<file path="src/rtl/axis_pkg.sv">
// Shared definitions for the buffered AXI-Stream broadcaster:
// packet-tracking FSM states and the FIFO pointer-width helper.
package axis_pkg;

  typedef enum logic {
    IDLE = 1'b0,
    PKT  = 1'b1
  } bcast_state_t;

  // Pointer width for a DEPTH-entry FIFO: address bits plus one wrap bit
  // that tells a full FIFO apart from an empty one.
  function automatic int ptr_width(input int depth);
    return $clog2(depth) + 1;
  endfunction

endpackage

</file>
<file path="src/rtl/axis_sync_fifo.sv">
// Single-clock FIFO holding one output stream's beats. full/empty come
// straight from registered pointers, so they never depend on this cycle's
// push/pop requests.
module axis_sync_fifo
  import axis_pkg::*;
#(
  parameter int WIDTH = 10,
  parameter int DEPTH = 4
) (
  input  logic             clk,
  input  logic             sreset,
  input  logic             push,
  input  logic [WIDTH-1:0] din,
  input  logic             pop,
  output logic [WIDTH-1:0] dout,
  output logic             full,
  output logic             empty
);

  localparam int PW = ptr_width(DEPTH);
  localparam int AW = PW - 1;

  logic [WIDTH-1:0] mem [DEPTH];
  logic [PW-1:0]    wr_ptr;
  logic [PW-1:0]    rd_ptr;

  assign empty = (wr_ptr == rd_ptr);
  assign full  = (wr_ptr[AW-1:0] == rd_ptr[AW-1:0]) && (wr_ptr[AW] != rd_ptr[AW]);
  assign dout  = mem[rd_ptr[AW-1:0]];

  // Pointer update; both pointers wrap naturally through the extra bit.
  always_ff @(posedge clk) begin
    if (sreset) begin
      wr_ptr <= '0;
      rd_ptr <= '0;
    end else begin
      if (push && !full)  wr_ptr <= wr_ptr + PW'(1);
      if (pop  && !empty) rd_ptr <= rd_ptr + PW'(1);
    end
  end

  // Storage write; contents need no reset since the pointers gate visibility.
  always_ff @(posedge clk) begin
    if (push && !full) mem[wr_ptr[AW-1:0]] <= din;
  end

endmodule

</file>
<file path="src/rtl/axis_broadcast_buffered.sv">
// Broadcasts one AXI-Stream input to NUM_STREAMS outputs, each behind its
// own FIFO so a slow consumer only stalls the input once its FIFO fills.
// The destination set is sampled at the first beat of a packet and held
// until tlast. Optional per-output packet counters: AXIS_BROADCAST_STATS_EN.
module axis_broadcast_buffered
  import axis_pkg::*;
#(
  parameter int AXIS_BYTES     = 1,
  parameter int AXIS_USER_BITS = 1,
  parameter int NUM_STREAMS    = 2,
  parameter int DEPTH          = 4
) (
  input  logic                                     clk,
  input  logic                                     sreset,
  output logic                                     axis_i_tready,
  input  logic                                     axis_i_tvalid,
  input  logic                                     axis_i_tlast,
  input  logic [AXIS_BYTES*8-1:0]                  axis_i_tdata,
  input  logic [AXIS_USER_BITS-1:0]                axis_i_tuser,
  input  logic [NUM_STREAMS-1:0]                   axis_o_tready,
  output logic [NUM_STREAMS-1:0]                   axis_o_tvalid,
  output logic [NUM_STREAMS-1:0]                   axis_o_tlast,
  output logic [NUM_STREAMS*AXIS_BYTES*8-1:0]      axis_o_tdata,
  output logic [NUM_STREAMS*AXIS_USER_BITS-1:0]    axis_o_tuser,
  input  logic [NUM_STREAMS-1:0]                   enable_mask,
  output logic [NUM_STREAMS-1:0]                   active_mask
`ifdef AXIS_BROADCAST_STATS_EN
  ,
  output logic [NUM_STREAMS*32-1:0]                pkt_count
`endif
);

  localparam int DW    = AXIS_BYTES * 8;
  localparam int UW    = AXIS_USER_BITS;
  localparam int PAY_W = 1 + UW + DW;

  bcast_state_t           state;
  bcast_state_t           state_next;
  logic [NUM_STREAMS-1:0] mask_q;
  logic [NUM_STREAMS-1:0] mask_next;
  logic [NUM_STREAMS-1:0] eff_mask;
  logic [NUM_STREAMS-1:0] full;
  logic [NUM_STREAMS-1:0] empty;
  logic [NUM_STREAMS-1:0] push;
  logic [NUM_STREAMS-1:0] pop;
  logic [PAY_W-1:0]       beat;
  logic                   accept;

  assign eff_mask      = (state == PKT) ? mask_q : enable_mask;
  assign axis_i_tready = !sreset && (&(~eff_mask | ~full));
  assign accept        = axis_i_tvalid && axis_i_tready;
  assign push          = {NUM_STREAMS{accept}} & eff_mask;
  assign beat          = {axis_i_tlast, axis_i_tuser, axis_i_tdata};
  assign active_mask   = (state == PKT && !sreset) ? mask_q : '0;

  // Packet tracking: latch the destination set on a non-final first beat.
  always_comb begin
    state_next = state;
    mask_next  = mask_q;
    if (accept) begin
      if (axis_i_tlast) begin
        state_next = IDLE;
      end else if (state == IDLE) begin
        state_next = PKT;
        mask_next  = eff_mask;
      end
    end
  end

  // FSM and latched-mask registers.
  always_ff @(posedge clk) begin
    if (sreset) begin
      state  <= IDLE;
      mask_q <= '0;
    end else begin
      state  <= state_next;
      mask_q <= mask_next;
    end
  end

  for (genvar i = 0; i < NUM_STREAMS; i++) begin : g_stream
    logic [PAY_W-1:0] dout;

    axis_sync_fifo #(
      .WIDTH(PAY_W),
      .DEPTH(DEPTH)
    ) u_fifo (
      .clk    (clk),
      .sreset (sreset),
      .push   (push[i]),
      .din    (beat),
      .pop    (pop[i]),
      .dout   (dout),
      .full   (full[i]),
      .empty  (empty[i])
    );

    assign axis_o_tvalid[i]          = !empty[i] && !sreset;
    assign pop[i]                    = axis_o_tvalid[i] && axis_o_tready[i];
    assign axis_o_tlast[i]           = dout[PAY_W-1];
    assign axis_o_tuser[i*UW +: UW]  = dout[DW +: UW];
    assign axis_o_tdata[i*DW +: DW]  = dout[DW-1:0];

`ifdef AXIS_BROADCAST_STATS_EN
    logic [31:0] cnt;

    // Count packets completed on this output; wraps at 2^32.
    always_ff @(posedge clk) begin
      if (sreset) cnt <= '0;
      else if (pop[i] && dout[PAY_W-1]) cnt <= cnt + 32'd1;
    end

    assign pkt_count[i*32 +: 32] = cnt;
`else
    // Statistics disabled: no counters in this build.
`endif
  end

endmodule

</file>
<file path="config.mk">
export PLATFORM = sky130hd
export DESIGN_NAME = axis_broadcast_buffered
export DESIGN_NICKNAME = d
export VERILOG_FILES = /design/src/rtl/axis_pkg.sv /design/src/rtl/axis_sync_fifo.sv /design/src/rtl/axis_broadcast_buffered.sv
export SDC_FILE = /design/constraint.sdc
export NUM_CORES = 1
export LEC_CHECK = 0
export CAP_MARGIN = 20
export CORE_MARGIN = 1.5
export CORE_UTILIZATION = 60
export CTS_BUF_LIST = sky130_fd_sc_hd__clkbuf_8
export CTS_CLUSTER_SIZE = 25
export DETAILED_ROUTE_END_ITERATION = 10
export GPL_ROUTABILITY_DRIVEN = 0
export PLACE_DENSITY = 0.84
export SYNTH_ARGS = -nofsm -noshare
export SYNTH_HDL_FRONTEND = slang
export SYNTH_SLANG_ARGS = --single-unit
</file>
<file path="constraint.sdc">
create_clock -name clk -period 4.9 [get_ports clk]
set_input_delay 0.49 -clock clk [delete_from_list [all_inputs] [get_ports clk]]
set_output_delay 0.49 -clock clk [all_outputs]
set_load 0.1 [all_outputs]
</file>
==> summary by stage, run 1 <==
Route
The first TritonRoute pass finished after 4 iterations. The total number of vias is 2132. Once detail routing completed, the nets flagged for antenna violations numbered 0. In the final routed layout, each cell accounts on average for 19.8 µm.

The initial detailed-routing violation count is 101. Dividing the detail-routed via count by the number of cells gives 6.01. The DRC violation count after routing is 0. The routed design has ~7.0 mm of wire.

Clocking
The CTS clock-pin slew for the worst setup and hold paths is 0.09 ns. Gates resized during post-CTS repair numbered 0. TritonCTS built the clock tree.

The number of buffers on the longest clock path is 2. The number of levels in the clock H-tree is 3. After clock tree synthesis, the flow added hold-fix buffers numbering 0. The number of setup buffers added after CTS is 0.

The clock insertion delay at the later pin of the skew report is 0.36 ns. The tree is rooted in a clkbuf_8. The clock net in this run drives a total of 99 sinks. Buffers inserted during clock tree synthesis total 9.

Yosys
After synthesis, the most frequently instantiated cells are edfxtp_1 (80), mux4_2 (20), dfxtp_1 (19), ha_1 (10). The net count after synthesis is between 200 and 300. Sorting the synthesized cells by area gives the leading types as edfxtp_1 (59%), mux4_2 (11%), dfxtp_1 (9.3%). The proportion of synthesized flip-flops having asynchronous set or reset is 0%. The dominant cell by count in the synthesized netlist is edfxtp_1. The gate count of the mapped netlist is 227. The cell taking the most area after synthesis is edfxtp_1. The post-synthesis cell type count is 42. Counting flops with a built-in enable in the synthesized netlist gives 80. The synthesis-stage register bit count is 99.

For this run, the leading register cell type out of synthesis is edfxtp_1. The cell area after synthesis is 0.00411 mm². The proportion of synthesized chip area in sequential cells is 67.8%. The count of synthesis-stage warnings from yosys is 0.

The share of synthesized area in the top cell type comes to 58.5%. The synthesized area divided by synthesized cell count is 18.1 µm².

STA
Setup repair after global routing left no endpoint under its margin. The transition time at the pin with the least slew margin is approximately 1 ns. The highest achievable clock rate is 302 MHz. The worst-case hold slack is 0.493 ns. The final critical path takes up 67.6% of the cycle. Setup violations remaining at the end of the flow were counted as 0. Setup total negative slack on the finished layout was measured at 0 ns. The worst pin sits at a relative slew slack of 34.1%. The worst path in the final design needs a cycle of 3.31 ns, including I/O delays and setup. The clock skew after layout is about 0.008 ns. The final hold violation count was 0. The final number of max-transition violations is 0.

Setup path
STA classifies the critical path startpoint as an input pin. In this run the worst path has a maximum fanout of 16. The minimum setup slack among reg-to-reg paths is 2.87 ns. The worst setup path is captured at a primary output. By startpoint and endpoint, the worst setup path is classified as input pin to primary output.

The launching point of the worst reg2reg path is g_stream[0].u_fifo.wr_ptr[0]$_SDFFE_PP0P_. The arrival time of the worst setup path is 2.82 ns. The data required time of the critical path is 4.41 ns. Counting cells, the worst reg-to-reg path comes to 3. The destination of the worst register-to-register timing path is g_stream[0].u_fifo.mem[0][1]$_DFFE_PP_.

Placed design
Once detailed placement completed, the half-perimeter wirelength came to a little under 5 mm. In this run the tool buffered the top-level ports with 41 buffer cells. The standard cell area after detailed placement is 0.00458 mm².

GRT
The initial antenna violation count came to 0. In the global route stage, overall resource usage came out at 20.6%. The via count of the first global-routing pass is 2186.

Summed over all layers, the global routing overflow is 0. Entering global routing, the biggest net connects 18 pins. The wire length of the first global-routing pass is 11.0 mm.

Power
The standby leakage power is 1.55 nW. The post-layout total power is 0.00162 W. VDD sags by at most 0.188 mV. The power density over the cells is 340 mW/mm².

Floorplan
The floorplan step defined a core boundary enclosing about 0.0065 mm². The top-level I/O count is 42. The y dimension of the die is 85.7 µm. The floorplan has 29 rows.

The die covers 0.00735 mm². The die is 85.7 µm wide. The initial cell density of the core is around 63%.

Final layout
The fraction of layout instances using a drive strength above 1 is 20.1%. The area growth from synthesis to layout is 15.8%. The area of all placed cells without fillers is 0.00475 mm².

The antenna diode count is 0. For this run, the post-layout net count is 300.

Min path
The min-delay analysis places its worst path in the category flop to flop. The startpoint of the most critical hold path is mask_q[1]$_SDFFE_PP0P_. The depth of the worst hold-timing path is 2. The path with the worst hold slack has its endpoint at mask_q[1]$_SDFFE_PP0P_.

Flow run
The tool flagged a number of max-cap violations equal to 0.

Run status
The run finished with clean final reports.
stage by stage:
step | worst slack [ns] | instances | utilization, %
after global placement | 1.66 | 339 | 70.5
after CTS | 1.57 | 355 | 73.2
after global routing | 1.50 | 355 | 73.2
final | 1.59 | 355 | 73.2
after floorplan | 1.44 | 227 | -
after detailed placement | 1.59 | 339 | 70.5
state kept, by name (all words and copies together), names as in the netlist, named ones only:
register	flops
state	1
mask_q	2
g_stream.u_fifo.mem	80
g_stream.u_fifo.rd_ptr	6
g_stream.u_fifo.wr_ptr	6
worst max-delay path: stages:
cell	delay, ns
clkdlybuf4s50_1	0.72
a31oi_2	0.41
clkdlybuf4s50_1	1.19
how the worst max path moves through the flow:
stage                   startpoint               end  depth (start not counted)
floorplan           enable_mask[1]     axis_i_tready                          3
global placement            sreset  axis_o_tvalid[1]                          3
detailed placement          sreset  axis_o_tvalid[1]                          3
CTS                         sreset  axis_o_tvalid[1]                          3
global route                sreset  axis_o_tvalid[1]                          3
finish                      sreset  axis_o_tvalid[1]                          3
cells by family after synthesis:
family          after synthesis  share of synthesized area [%]
compound gates               23                           4.63
xor+xnor                     13                           3.32
fa+ha+maj                    10                           3.05
buf+inv                      13                           1.43
flops                        99                           67.8
mux                          30                           13.5
simple gates                 39                           6.31
area by class of cell:
type	count	area [µm²]
flip-flops and latches	99	2780
fillers	390	1740
multi-input cells	115	1260
repair buffers	41	410
clock buffers	9	124
well taps	77	96.3
clock inverters	7	51.3
inverters	7	26.3
power by group:
part / switching [W] / internal [W] / leakage [nW]
clock network: 0.000279 / 0.000187 / 0.0812
logic: 0.000148 / 0.0000674 / 0.596
registers: 0.0000170 / 0.000919 / 0.876
total: 0.000444 / 0.00117 / 1.55
layout by cell type, fill, tap and decap left out, types with 2 or more instances in the layout:
| master | instances |
|---|---|
| o311ai_0 | 2 |
| nor4_2 | 2 |
| mux2i_1 | 8 |
| and3_4 | 2 |
| mux2_2 | 2 |
| clkinvlp_4 | 3 |
| ha_1 | 10 |
| clkbuf_8 | 9 |
| nand2_1 | 8 |
| a21oi_1 | 6 |
| and3_1 | 5 |
| a31oi_1 | 2 |
| a31o_1 | 2 |
| o21ai_0 | 5 |
| dfxtp_1 | 19 |
| and2_1 | 2 |
| mux4_2 | 20 |
| and3_2 | 3 |
| xor2_1 | 6 |
| nor2b_1 | 2 |
| nand3_1 | 4 |
| clkdlybuf4s50_1 | 41 |
| xnor2_1 | 4 |
| xnor2_2 | 2 |
| nand4_2 | 2 |
| clkinv_1 | 2 |
| inv_1 | 6 |
| edfxtp_1 | 80 |
| nor2_1 | 4 |
metal layers:
metal  part of all wire, %  vias up  GRT usage, %
li1                      -      993             -
met1                    44     1075          26.9
met2                    51       56          33.8
met3                   3.7        8          4.14
met4                   1.5        0          9.53
met5                     0        -             0
No activity file was read; power rests on OpenSTA's default activity.
==> run 2: changes to the inputs <==
--- a/config.mk
+++ b/config.mk
@@ -7,12 +7,12 @@
 export LEC_CHECK = 0
 export CAP_MARGIN = 20
 export CORE_MARGIN = 1.5
-export CORE_UTILIZATION = 60
+export CORE_UTILIZATION = 58
 export CTS_BUF_LIST = sky130_fd_sc_hd__clkbuf_8
 export CTS_CLUSTER_SIZE = 25
 export DETAILED_ROUTE_END_ITERATION = 10
 export GPL_ROUTABILITY_DRIVEN = 0
-export PLACE_DENSITY = 0.84
+export PLACE_DENSITY = 0.81
 export SYNTH_ARGS = -nofsm -noshare
 export SYNTH_HDL_FRONTEND = slang
 export SYNTH_SLANG_ARGS = --single-unit
==> constraint.sdc (replaced) <==
create_clock -name clk -period 3.1 [get_ports clk]
set_input_delay 0.31 -clock clk [delete_from_list [all_inputs] [get_ports clk]]
set_output_delay 0.31 -clock clk [all_outputs]
set_load 0.1 [all_outputs]
==> run 2 against run 1 <==
  * Sequential share of layout area is 0.061 points lower
  * Die area is 3.3% higher
  * Worst hold slack worse by 0.0068 ns
  * Worst setup slack worse by 0.77 ns
  * Clock skew is 0.00073 ns higher
  * Sequential power is 58% higher
  * Combinational power is 54% higher
  * Sequential cell count stayed put
  * Final area is 0.11% higher
  * Clock power is 79% higher
  * Largest power group unchanged
==> summary by stage, run 2 (synthesis gave the netlist of run 1 again) <==
Run status
Result of the run: complete, no violations (unchanged).

Setup path
The type of the setup path with the least slack is flop to primary output (was input pin to primary output). The largest fanout on the critical path is 10 (was 16). The arrival time of the worst setup path is 1.97 ns (was 2.82 ns). The critical path endpoint category is a primary output (unchanged). The data required time of the critical path is 2.79 ns (was 4.41 ns).

The launching point of the worst reg2reg path is g_stream[0].u_fifo.wr_ptr[1]$_SDFFE_PP0P_ (was g_stream[0].u_fifo.wr_ptr[0]$_SDFFE_PP0P_). The startpoint type of the worst setup path is a flop (was input pin).

GRT
The wire length of the first global-routing pass is 10.5 mm (was 11.0 mm). The aggregate global routing overflow is 0 (unchanged). The initial antenna violation count came to 0 (unchanged). The global-route usage over all layers is 19.3% (was 20.6%). The largest net degree at the start of global routing is 19 (was 18). The via count of the first global-routing pass was 2112 (was 2186).

Floorplan
The top-level I/O count is 42 (unchanged). The y dimension of the die is 87.1 µm (was 85.7 µm). The row count came to 30 (was 29). The area of the placeable core is 0.00683 mm² (was 0.00649 mm²). The die outline area is 0.00759 mm² (was 0.00735 mm²). The width of the chip is 87.1 µm (was 85.7 µm). The initial cell density of the core was 60.1% (was 63.2%).

Placed design
The standard cell area after detailed placement came to 0.00455 mm² (was 0.00458 mm²). The post-detailed-placement half-perimeter wirelength is 4.52 mm (was 4.87 mm). The count of buffers from port buffering is 41 (unchanged).

Route
The total routed wirelength is 6.54 mm (was 7.03 mm). The number of detailed-routing iterations run before antenna repair was 4 (unchanged). The DRC violation count after routing is 0 (unchanged). The number of antenna-violating nets in the routed design was 0 (unchanged). The initial detailed-routing violation count was 93 (was 101). The total number of vias is 2053 (was 2132). The detailed-route wire length per cell is 17.4 µm (was 19.8 µm). The via count normalized by instance count is 5.47 (was 6.01).

Final layout
The antenna diode count is 0 (unchanged). The fraction of layout instances using a drive strength above 1 is 30.1% (was 20.1%). The count of fill cells added during filler insertion was 478 (was 390). The area of combinational cells with multiple inputs is 0.00127 mm² (was 0.00126 mm²). The leading cell type in the layout, fill and taps excluded is edfxtp_1 (unchanged).

The number of flip-flops in the largest register is 80 (unchanged). Leading cell types in the layout, fill and taps excluded: edfxtp_1 (80), buf_4 (26), mux4_2 (20) (was edfxtp_1 (80), clkdlybuf4s50_1 (41), mux4_2 (20)). The number of nets in the final layout is 301 (was 300). The area of all placed cells without fillers is 0.00476 mm² (was 0.00475 mm²). The area taken by flip-flops and latches came to 0.00278 mm² (unchanged). The layout overhead on the synthesized area is 15.9% (was 15.8%).

Clocking
The number of setup buffers added after CTS came to 0 (unchanged). The number of levels in the clock H-tree is 3 (unchanged). The clock insertion delay at the later pin of the skew report is 0.36 ns (about the same). The clock tree from TritonCTS is yes (unchanged). The number of buffers inserted by hold repair at cts is 0 (unchanged). The count of cells resized by post-cts repair is 0 (unchanged). The number of CTS-inserted buffers is 9 (unchanged). The number of buffers on the longest clock path was 2 (unchanged).

The root buffer selected by CTS is clkbuf_8 (unchanged). The number of clock sinks was 99 (unchanged). The CTS clock-pin slew for the worst setup and hold paths is 0.09 ns (about the same).

STA
RSZ-0062 raised after global routing: false (unchanged). The total of endpoints with negative setup slack in the final report was 0 (unchanged). The transition time at the pin with the least slew margin is 0.649 ns (was 0.986 ns).

The final number of max-transition violations is 0 (unchanged). The relative slew slack came to 56.7% (was 34.1%). The final hold violation count came to 0 (unchanged). The clock skew after layout is 0.00856 ns (was 0.00784 ns). The worst-case hold slack is 0.486 ns (was 0.493 ns). The highest achievable clock rate is 438 MHz. The final-layout setup total negative slack is 0 ns (unchanged). The post-route minimum period is 2.28 ns. Of the available clock period, the critical path in the final layout requires roughly 74%.

Power
The largest vdd supply drop came to 0.280 mV (was 0.188 mV). The power density over the cells came to 555 mW/mm² (was 340 mW/mm²). The standby leakage power is 1.60 nW (was 1.55 nW).

Min path
The classification of the worst-slack hold path is flop to flop (unchanged). The startpoint of the most critical hold path is mask_q[1]$_SDFFE_PP0P_ (unchanged).

Flow run
The count of max-cap constraint violations came to 0 (unchanged).
run 2: cell count changes in the layout (fill, tap and decap cells not counted), sizes merged:
| cell | before | now |
|---|---|---|
| clkdlybuf4s50 | 41 | 16 |
| inv | 8 | 9 |
| clkinv | 3 | 2 |
| bufinv | 0 | 1 |
| buf | 0 | 26 |
| clkinvlp | 3 | 2 |
run 2: final timing paths:
path	to	slack, ns	cells past startpoint
worst max-delay path	axis_o_tdata[5]	0.82	2
worst min-delay path	mask_q[1]$_SDFFE_PP0P_	0.49	2
worst max register to register	g_stream[0].u_fifo.mem[0][0]$_DFFE_PP_	1.11	3
worst min register to register	mask_q[1]$_SDFFE_PP0P_	0.49	2
run 2: worst max-delay path, stage by stage (launching register included):
cell and delay, ns:
dfxtp_1 0.75, mux4_2 0.61, buf_4 0.25
run 2: report_power, final:
| group | internal, W | total, W | switching [W] |
|---|---|---|---|
| Combinational | 0.0000998 | 0.000332 | 0.000232 |
| Sequential | 0.00145 | 0.00148 | 0.0000254 |
| Clock | 0.000385 | 0.000834 | 0.000448 |
| Total | 0.00194 | 0.00264 | 0.000706 |
run 2: final cells by class:
type / instances / share of cell area, %
inverters: 7 / 0.552
clock inverters: 7 / 1.74
clock buffers: 9 / 2.60
multi-input cells: 115 / 26.7
flip-flops and latches: 99 / 58.5
repair buffers: 42 / 7.47
well taps: 96 / 2.52
run 2: stage by stage:
step                instances  total power [W]  util [%]  worst slack [ns]
floorplan                 227          0.00176         -             0.352
global placement          359          0.00184      66.6             0.831
detailed placement        359          0.00184      66.6             0.779
CTS                       375          0.00266      69.7             0.757
global route              375          0.00272      69.7             0.702
finish                    375          0.00264      69.7             0.817
run 2: per-layer routing:
| metal | global-route usage [%] | up-vias | wire, µm |
|---|---|---|---|
| met5 | 0 | - | 0 |
| met4 | 9.67 | 0 | 125 |
| met3 | 3.60 | 9 | 232 |
| met2 | 32.5 | 47 | 3330 |
| met1 | 24.2 | 995 | 2850 |
| li1 | - | 1002 | - |
